## config.mk

```make
export PLATFORM = sky130hd
export DESIGN_NAME = lsu
export DESIGN_NICKNAME = d
export VERILOG_FILES = /design/src/rtl/lsu_pkg.sv /design/src/rtl/lsu_align.sv /design/src/rtl/lsu.sv
export SDC_FILE = /design/constraint.sdc
export NUM_CORES = 1
export LEC_CHECK = 0
export ABC_CLOCK_PERIOD_IN_PS = 3300
export BUFFER_PORTS_ARGS = -buffer_cell sky130_fd_sc_hd__buf_2
export CORE_ASPECT_RATIO = 0.7
export CORE_UTILIZATION = 40
export DETAILED_ROUTE_END_ITERATION = 12
export PLACE_DENSITY = 0.69
export SLEW_MARGIN = 20
export SYNTH_ARGS = -nofsm -noshare
export SYNTH_HDL_FRONTEND = slang
export SYNTH_SLANG_ARGS = --single-unit
export TNS_END_PERCENT = 5
```

## constraint.sdc

```tcl
create_clock -name clk_i -period 3.3 [get_ports clk_i]
set_input_delay 0.165 -clock clk_i [delete_from_list [all_inputs] [get_ports clk_i]]
set_output_delay 0.165 -clock clk_i [all_outputs]
set_load 0.02 [all_outputs]
```

## src/rtl/lsu_pkg.sv

```systemverilog
// Shared types and constants for the load/store unit: one-hot load/store bit positions,
// FSM encoding and the misalignment predicate used when LSU_MISALIGN_CHK_EN is defined.
package lsu_pkg;

  localparam int LSU_XLEN = 32;
  localparam int LD_W     = 5;
  localparam int ST_W     = 3;

  // load_i = {lhu,lbu,lw,lh,lb}, store_i = {sw,sh,sb}
  localparam int LD_LB  = 0;
  localparam int LD_LH  = 1;
  localparam int LD_LW  = 2;
  localparam int LD_LBU = 3;
  localparam int LD_LHU = 4;
  localparam int ST_SB  = 0;
  localparam int ST_SH  = 1;
  localparam int ST_SW  = 2;

  typedef enum logic [1:0] {
    S_IDLE = 2'd0,
    S_REQ  = 2'd1,
    S_WAIT = 2'd2,
    S_DONE = 2'd3
  } lsu_state_e;

  function automatic logic misaligned(input logic [LD_W-1:0] ld,
                                      input logic [ST_W-1:0] st,
                                      input logic [1:0]      off);
    logic half, word;
    half = ld[LD_LH] | ld[LD_LHU] | st[ST_SH];
    word = ld[LD_LW] | st[ST_SW];
    return (half & off[0]) | (word & (off != 2'b00));
  endfunction

endpackage

```

## src/rtl/lsu_align.sv

```systemverilog
// Combinational lane steering: store byte-mask/data shift and load extract with
// sign/zero extension. Lanes past byte 3 are dropped.
module lsu_align
  import lsu_pkg::*;
#(
  parameter int XLEN = LSU_XLEN
) (
  input  logic [LD_W-1:0] load_i,
  input  logic [ST_W-1:0] store_i,
  input  logic [1:0]      off_i,
  input  logic [XLEN-1:0] wdata_i,
  input  logic [XLEN-1:0] rdata_i,
  output logic [3:0]      wmask_o,
  output logic [XLEN-1:0] wdata_o,
  output logic [XLEN-1:0] rdata_o
);

  logic [4:0]      sh;
  logic [XLEN-1:0] w;

  always_comb begin
    sh      = {off_i, 3'b000};
    w       = rdata_i >> sh;
    wmask_o = 4'b0000;
    wdata_o = '0;
    rdata_o = '0;

    if (|store_i) wdata_o = wdata_i << sh;
    if (store_i[ST_SB])      wmask_o = 4'b0001 << off_i;
    else if (store_i[ST_SH]) wmask_o = 4'b0011 << off_i;
    else if (store_i[ST_SW]) wmask_o = 4'b1111;

    if (load_i[LD_LB])       rdata_o = {{(XLEN-8){w[7]}}, w[7:0]};
    else if (load_i[LD_LH])  rdata_o = {{(XLEN-16){w[15]}}, w[15:0]};
    else if (load_i[LD_LW])  rdata_o = w;
    else if (load_i[LD_LBU]) rdata_o = {{(XLEN-8){1'b0}}, w[7:0]};
    else if (load_i[LD_LHU]) rdata_o = {{(XLEN-16){1'b0}}, w[15:0]};
  end

endmodule

```

## src/rtl/lsu.sv

```systemverilog
// Multi-cycle load/store unit: IDLE->REQ->WAIT->DONE FSM with one outstanding access.
// Optional macro LSU_MISALIGN_CHK_EN traps misaligned half/word accesses without memory traffic.
module lsu
  import lsu_pkg::*;
#(
  parameter int XLEN   = LSU_XLEN,
  parameter int ADDR_W = 32
) (
  input  logic              clk_i,
  input  logic              rst_i,
  input  logic              valid_i,
  input  logic [LD_W-1:0]   load_i,
  input  logic [ST_W-1:0]   store_i,
  input  logic [ADDR_W-1:0] addr_i,
  input  logic [XLEN-1:0]   wdata_i,
  input  logic [4:0]        rd_i,
  output logic              in_ready_o,
  output logic              busy_o,
  output logic              mem_req_valid_o,
  input  logic              mem_req_ready_i,
  output logic [ADDR_W-1:0] mem_req_addr_o,
  output logic              mem_req_wen_o,
  output logic [XLEN-1:0]   mem_req_wdata_o,
  output logic [3:0]        mem_req_wmask_o,
  input  logic              mem_resp_valid_i,
  input  logic [XLEN-1:0]   mem_resp_rdata_i,
  output logic              wb_valid_o,
  output logic              wb_wen_o,
  output logic [4:0]        wb_rd_o,
  output logic [XLEN-1:0]   wb_rdata_o,
  output logic              misalign_o
);

  lsu_state_e        state_q;
  logic [ADDR_W-1:0] addr_q;
  logic [XLEN-1:0]   wdata_q, wb_rdata_q;
  logic [4:0]        rd_q, wb_rd_q;
  logic [LD_W-1:0]   load_q, ld_d;
  logic [ST_W-1:0]   store_q, st_d;
  logic              req_valid_q, wb_valid_q, wb_wen_q, misalign_q;
  logic              accept_d, mis_d;
  logic [3:0]        al_wmask;
  logic [XLEN-1:0]   al_wdata, al_rdata;

  // Load takes precedence when both one-hot buses are set.
  always_comb begin
    ld_d     = load_i;
    st_d     = (|load_i) ? '0 : store_i;
    accept_d = valid_i && ((|load_i) || (|store_i)) && (state_q == S_IDLE);
`ifdef LSU_MISALIGN_CHK_EN
    mis_d    = misaligned(ld_d, st_d, addr_i[1:0]);
`else
    mis_d    = 1'b0;
`endif
  end

  lsu_align #(.XLEN(XLEN)) u_align (
    .load_i  (load_q),
    .store_i (store_q),
    .off_i   (addr_q[1:0]),
    .wdata_i (wdata_q),
    .rdata_i (mem_resp_rdata_i),
    .wmask_o (al_wmask),
    .wdata_o (al_wdata),
    .rdata_o (al_rdata)
  );

  always_ff @(posedge clk_i) begin
    if (rst_i) begin
      state_q     <= S_IDLE;
      addr_q      <= '0;
      wdata_q     <= '0;
      rd_q        <= '0;
      load_q      <= '0;
      store_q     <= '0;
      req_valid_q <= 1'b0;
      wb_valid_q  <= 1'b0;
      wb_wen_q    <= 1'b0;
      wb_rd_q     <= '0;
      wb_rdata_q  <= '0;
      misalign_q  <= 1'b0;
    end else begin
      // Write-back outputs live for exactly the DONE cycle.
      wb_valid_q <= 1'b0;
      wb_wen_q   <= 1'b0;
      wb_rd_q    <= '0;
      wb_rdata_q <= '0;
      misalign_q <= 1'b0;
      unique case (state_q)
        S_IDLE: if (accept_d) begin
          addr_q  <= addr_i;
          wdata_q <= wdata_i;
          rd_q    <= rd_i;
          load_q  <= ld_d;
          store_q <= st_d;
          if (mis_d) begin
            state_q    <= S_DONE;
            wb_valid_q <= 1'b1;
            wb_rd_q    <= rd_i;
            misalign_q <= 1'b1;
          end else begin
            state_q     <= S_REQ;
            req_valid_q <= 1'b1;
          end
        end
        S_REQ: if (mem_req_ready_i) begin
          req_valid_q <= 1'b0;
          state_q     <= S_WAIT;
        end
        S_WAIT: if (mem_resp_valid_i) begin
          state_q    <= S_DONE;
          wb_valid_q <= 1'b1;
          wb_wen_q   <= (|load_q) && (rd_q != 5'd0);
          wb_rd_q    <= rd_q;
          wb_rdata_q <= al_rdata;
        end
        S_DONE: state_q <= S_IDLE;
        default: state_q <= S_IDLE;
      endcase
    end
  end

  assign in_ready_o      = (state_q == S_IDLE);
  assign busy_o          = (state_q != S_IDLE);
  assign mem_req_valid_o = req_valid_q;
  assign mem_req_addr_o  = req_valid_q ? {addr_q[ADDR_W-1:2], 2'b00} : '0;
  assign mem_req_wen_o   = req_valid_q && (|store_q);
  assign mem_req_wdata_o = req_valid_q ? al_wdata : '0;
  assign mem_req_wmask_o = req_valid_q ? al_wmask : 4'b0000;
  assign wb_valid_o      = wb_valid_q;
  assign wb_wen_o        = wb_wen_q;
  assign wb_rd_o         = wb_rd_q;
  assign wb_rdata_o      = wb_rdata_q;
  assign misalign_o      = misalign_q;

endmodule

```

==> results.md <==
* Fmax at ~390 MHz
* Via/cell ratio at 4.892
* Synthesis-to-layout area growth at 43.05%
* N_diodes at 0
* Net Switching at 1.660 mW
* Multi-input gate area at 0.002844 mm2
* Dpl hpwl at 11080 um
* Arrival @ worst endpoint at 2400 ps
* Worst hold stages at 3
* Clock transition at path regs at 60 ps
* CTS buffer count at 17
* #FFs+latches synth at 119
* Clock Latency Late Sink at roughly 400 ps
* Initial antenna violation count at 0
* Sink Count at between 100 and 150
* WL final at 17070 um
* Number of max-cap violations at 0
* Setup bufs post-CTS at 0
* Hold WC Path Type: primary input to flip-flop
* GRT overflow at 0
* Final ANT Viol Nets at 0
* Share of cells above drive strength 1 at 28.22%
* RSZ-0062 raised after global routing: no
* Crit. End Element: output port
* Worst hold endpoint: addr_q[19]
* I/O Buffers at 222
* Chip height at 100.3 um
* Routed len/inst at between 10 and 15 um
* All-layer global routing usage at 23.93%
* Cell Rows at 35
* CP Data Required Time at ~3100 ps
* Cell count after synthesis at 704
* Synth warnings at 0
* Total vias in the final route at 5689
* Final Critical Period at roughly 2600 ps
* Initial core utilization at 41.46%
* Pwr/cell area at 623.2 mW/mm2
* Final Power at 4.920 mW
* CTS H-tree depth at 4
* Final #Nets at 1087
* Tcrit/Tclk final at 77.68%
* Min-Delay Startpoint: addr_i[19]
* GPL Wtd Cong at between 0.8 and 0.9
* I/O Pins at between 200 and 250
* Clk network pwr share at 36.4%
* CTS tree: built
* Slew of the pin with the lowest slew margin at between 800 and 900 ps
* Placed Instances at 1068
* Reg2reg setup slack at 1100 ps
* Critical path class: flip-flop to output port
* Commonest non-fill, non-tap cell in the layout: buf_2
* Worst R2R End: wb_rdata_o[27]
* Sequential area share after synthesis at a little over two fifths
* Setup violators final at 0
* CTS max path bufs at 2
* FF-to-FF path depth at 5
* Setup TNS Final at 0 ps
* CP max FO at 53
* Detailed-router iteration count before antenna repair at 4
* Core area at 0.01331 mm2
* P_int at about 3.3 mW
* Synth cell types at between 40 and 50
* Area of the mapped netlist at 0.005519 mm2
* First-pass GRT wire length at ~27000 um
* Avg Inst Size Synth at 7.840 um2
* Post-synth EDFFs at 0
* Async set or reset register ratio after synthesis at 0%
* Sequential cell area at 0.002385 mm2
* Max-slew headroom at between 40% and 50%
* Vias in the first global route at 5391
* Clk root buf: clkbuf_16
* Slew Viols, Final at 0
* Drt initial violations at roughly 250
* Drt drc at 0
* CP Launch Type: flip-flop
* Final hold violation count at 0
* Post-synth top flop: dfxtp_1
* Die extent in x at 142.4 um
* Fillcell total at 1261
* Skew final at 11.02 ps
* Outcome: finished, final reports clean
* Commonest non-fill, non-tap cells in the layout: buf_2 (222), nand2_1 (174), dfxtp_1 (117), a21oi_1 (114), dlygate4sd3_1 (63)
* LEAKAGE at between 3 and 4 nW
* Switch share at approximately 34%
* Largest net degree at the start of global routing at between 80 and 90
* Worst r2r src: addr_q[1]
* Final cell count without fillers at 1163
* VDD IR-drop max at 0.0004144 V
* Flop pwr share at 35.7%
* Total Die Area at 0.01428 mm2
* Power share of the combinational group at 27.9%
## kinds of logic (layout without fill, tap and decap cells)
group	count (synthesis)	count (layout)	share of synthesized area, %
adders and majority gates	8	8	1.814
DFF	119	119	43.16
muxes	33	33	6.393
and+or+nand+nor	304	304	24.85
other	1	3	0.06795
buffers and inverters	67	339	5.736
AOI/OAI and AO/OA	172	172	17.98
## flip-flops by register name (all words and copies together), names as in the netlist
signal and cells:
rd_q 5, addr_q 32, wb_rd_o 5, wb_wen_o 1, store_q 3, mem_req_valid_o 1, load_q 5, wdata_q 32
wb_valid_o 1, wb_rdata_o 32, state_q 2
## how the worst max path moves through the flow
stage | slack (ps) | depth (start not counted) | start | end
floorplan | 1240 | 6 | addr_q[1] | mem_req_wdata_o[29]
global placement | 1190 | 5 | addr_q[1] | wb_rdata_o[27]
detailed placement | 1120 | 5 | addr_q[1] | wb_rdata_o[27]
CTS | 730 | 6 | addr_q[1] | mem_req_wdata_o[5]
global route | 530 | 6 | addr_q[1] | mem_req_wdata_o[3]
finish | 740 | 6 | addr_q[1] | mem_req_wdata_o[6]
## cells in the mapped netlist (2+ instances only)
library cell,instances,area [um2]
or4_1,3,22.52
nand2b_1,2,12.51
buf_2,16,80.08
o211a_1,2,20.02
buf_4,4,30.03
a31oi_1,2,12.51
inv_1,12,45.04
nand3_1,5,25.02
mux2_2,8,90.09
mux2i_1,24,240.2
nor2b_1,17,106.4
dfxtp_1,119,2382
ha_1,8,100.1
a21oi_1,114,570.6
o211ai_1,3,22.52
o221ai_1,2,17.52
and2_1,50,312.8
nor2_1,44,165.2
buf_6,4,45.04
nand2_1,174,653.1
a211oi_1,31,232.7
buf_1,5,18.77
o21ai_0,10,50.05
nor3_1,2,10.01
clkbuf_1,26,97.59
## critical path, stage by stage, from the launching register on
cell and delay (ps):
dfxtp_2 340, buf_4 530, inv_1 220, nand3_1 360
nor2_1 180, and2_1 200, buf_2 160
## stage by stage
step	setup WS [ps]	area, um2	hold slack [ps]	utilization [%]
3_3_place_gp	1186	6691	406.7	50.26
6_report	736.7	7895	19.17	59.30
3_5_place_dp	1117	6691	411.0	50.26
5_1_grt	534.9	7895	16.87	59.30
2_1_floorplan	1237	5527	301.0	-
4_1_cts	725.8	7895	0.3228	59.30
## power by group through the flow
| stage | Combinational [mW] | Sequential, mW | Clock (mW) |
|---|---|---|---|
| finish | 1.37 | 1.76 | 1.79 |
| global route | 1.54 | 1.78 | 1.90 |
| CTS | 1.37 | 1.75 | 1.83 |
| detailed placement | 1.31 | 1.79 | 0 |
| global placement | 1.29 | 1.78 | 0 |
| floorplan | 0.983 | 1.76 | 0 |
## cell type report
type	count	share of cell area, %
Multi-Input combinational cell	520	36.02
Sequential cell	119	30.21
Timing Repair Buffer	295	23.01
Clock buffer	20	5.658
Tap cell	185	2.932
Clock inverter	12	1.601
Inverter	12	0.5705
## per-layer routing
metal	GRT usage (%)	routed length (um)	up-vias
met1	30.74	7791	2609
li1	-	-	2871
met4	6.452	213	0
met5	0	0	-
met2	38.61	7714	190
met3	7.681	1349	19
## timing repair
item / CTS / global route
hold buffers: 63 / 0
hold endpoints to repair: 63 / 0
gates resized for setup: 0 / 0
No activity file was read; power rests on OpenSTA's default activity.
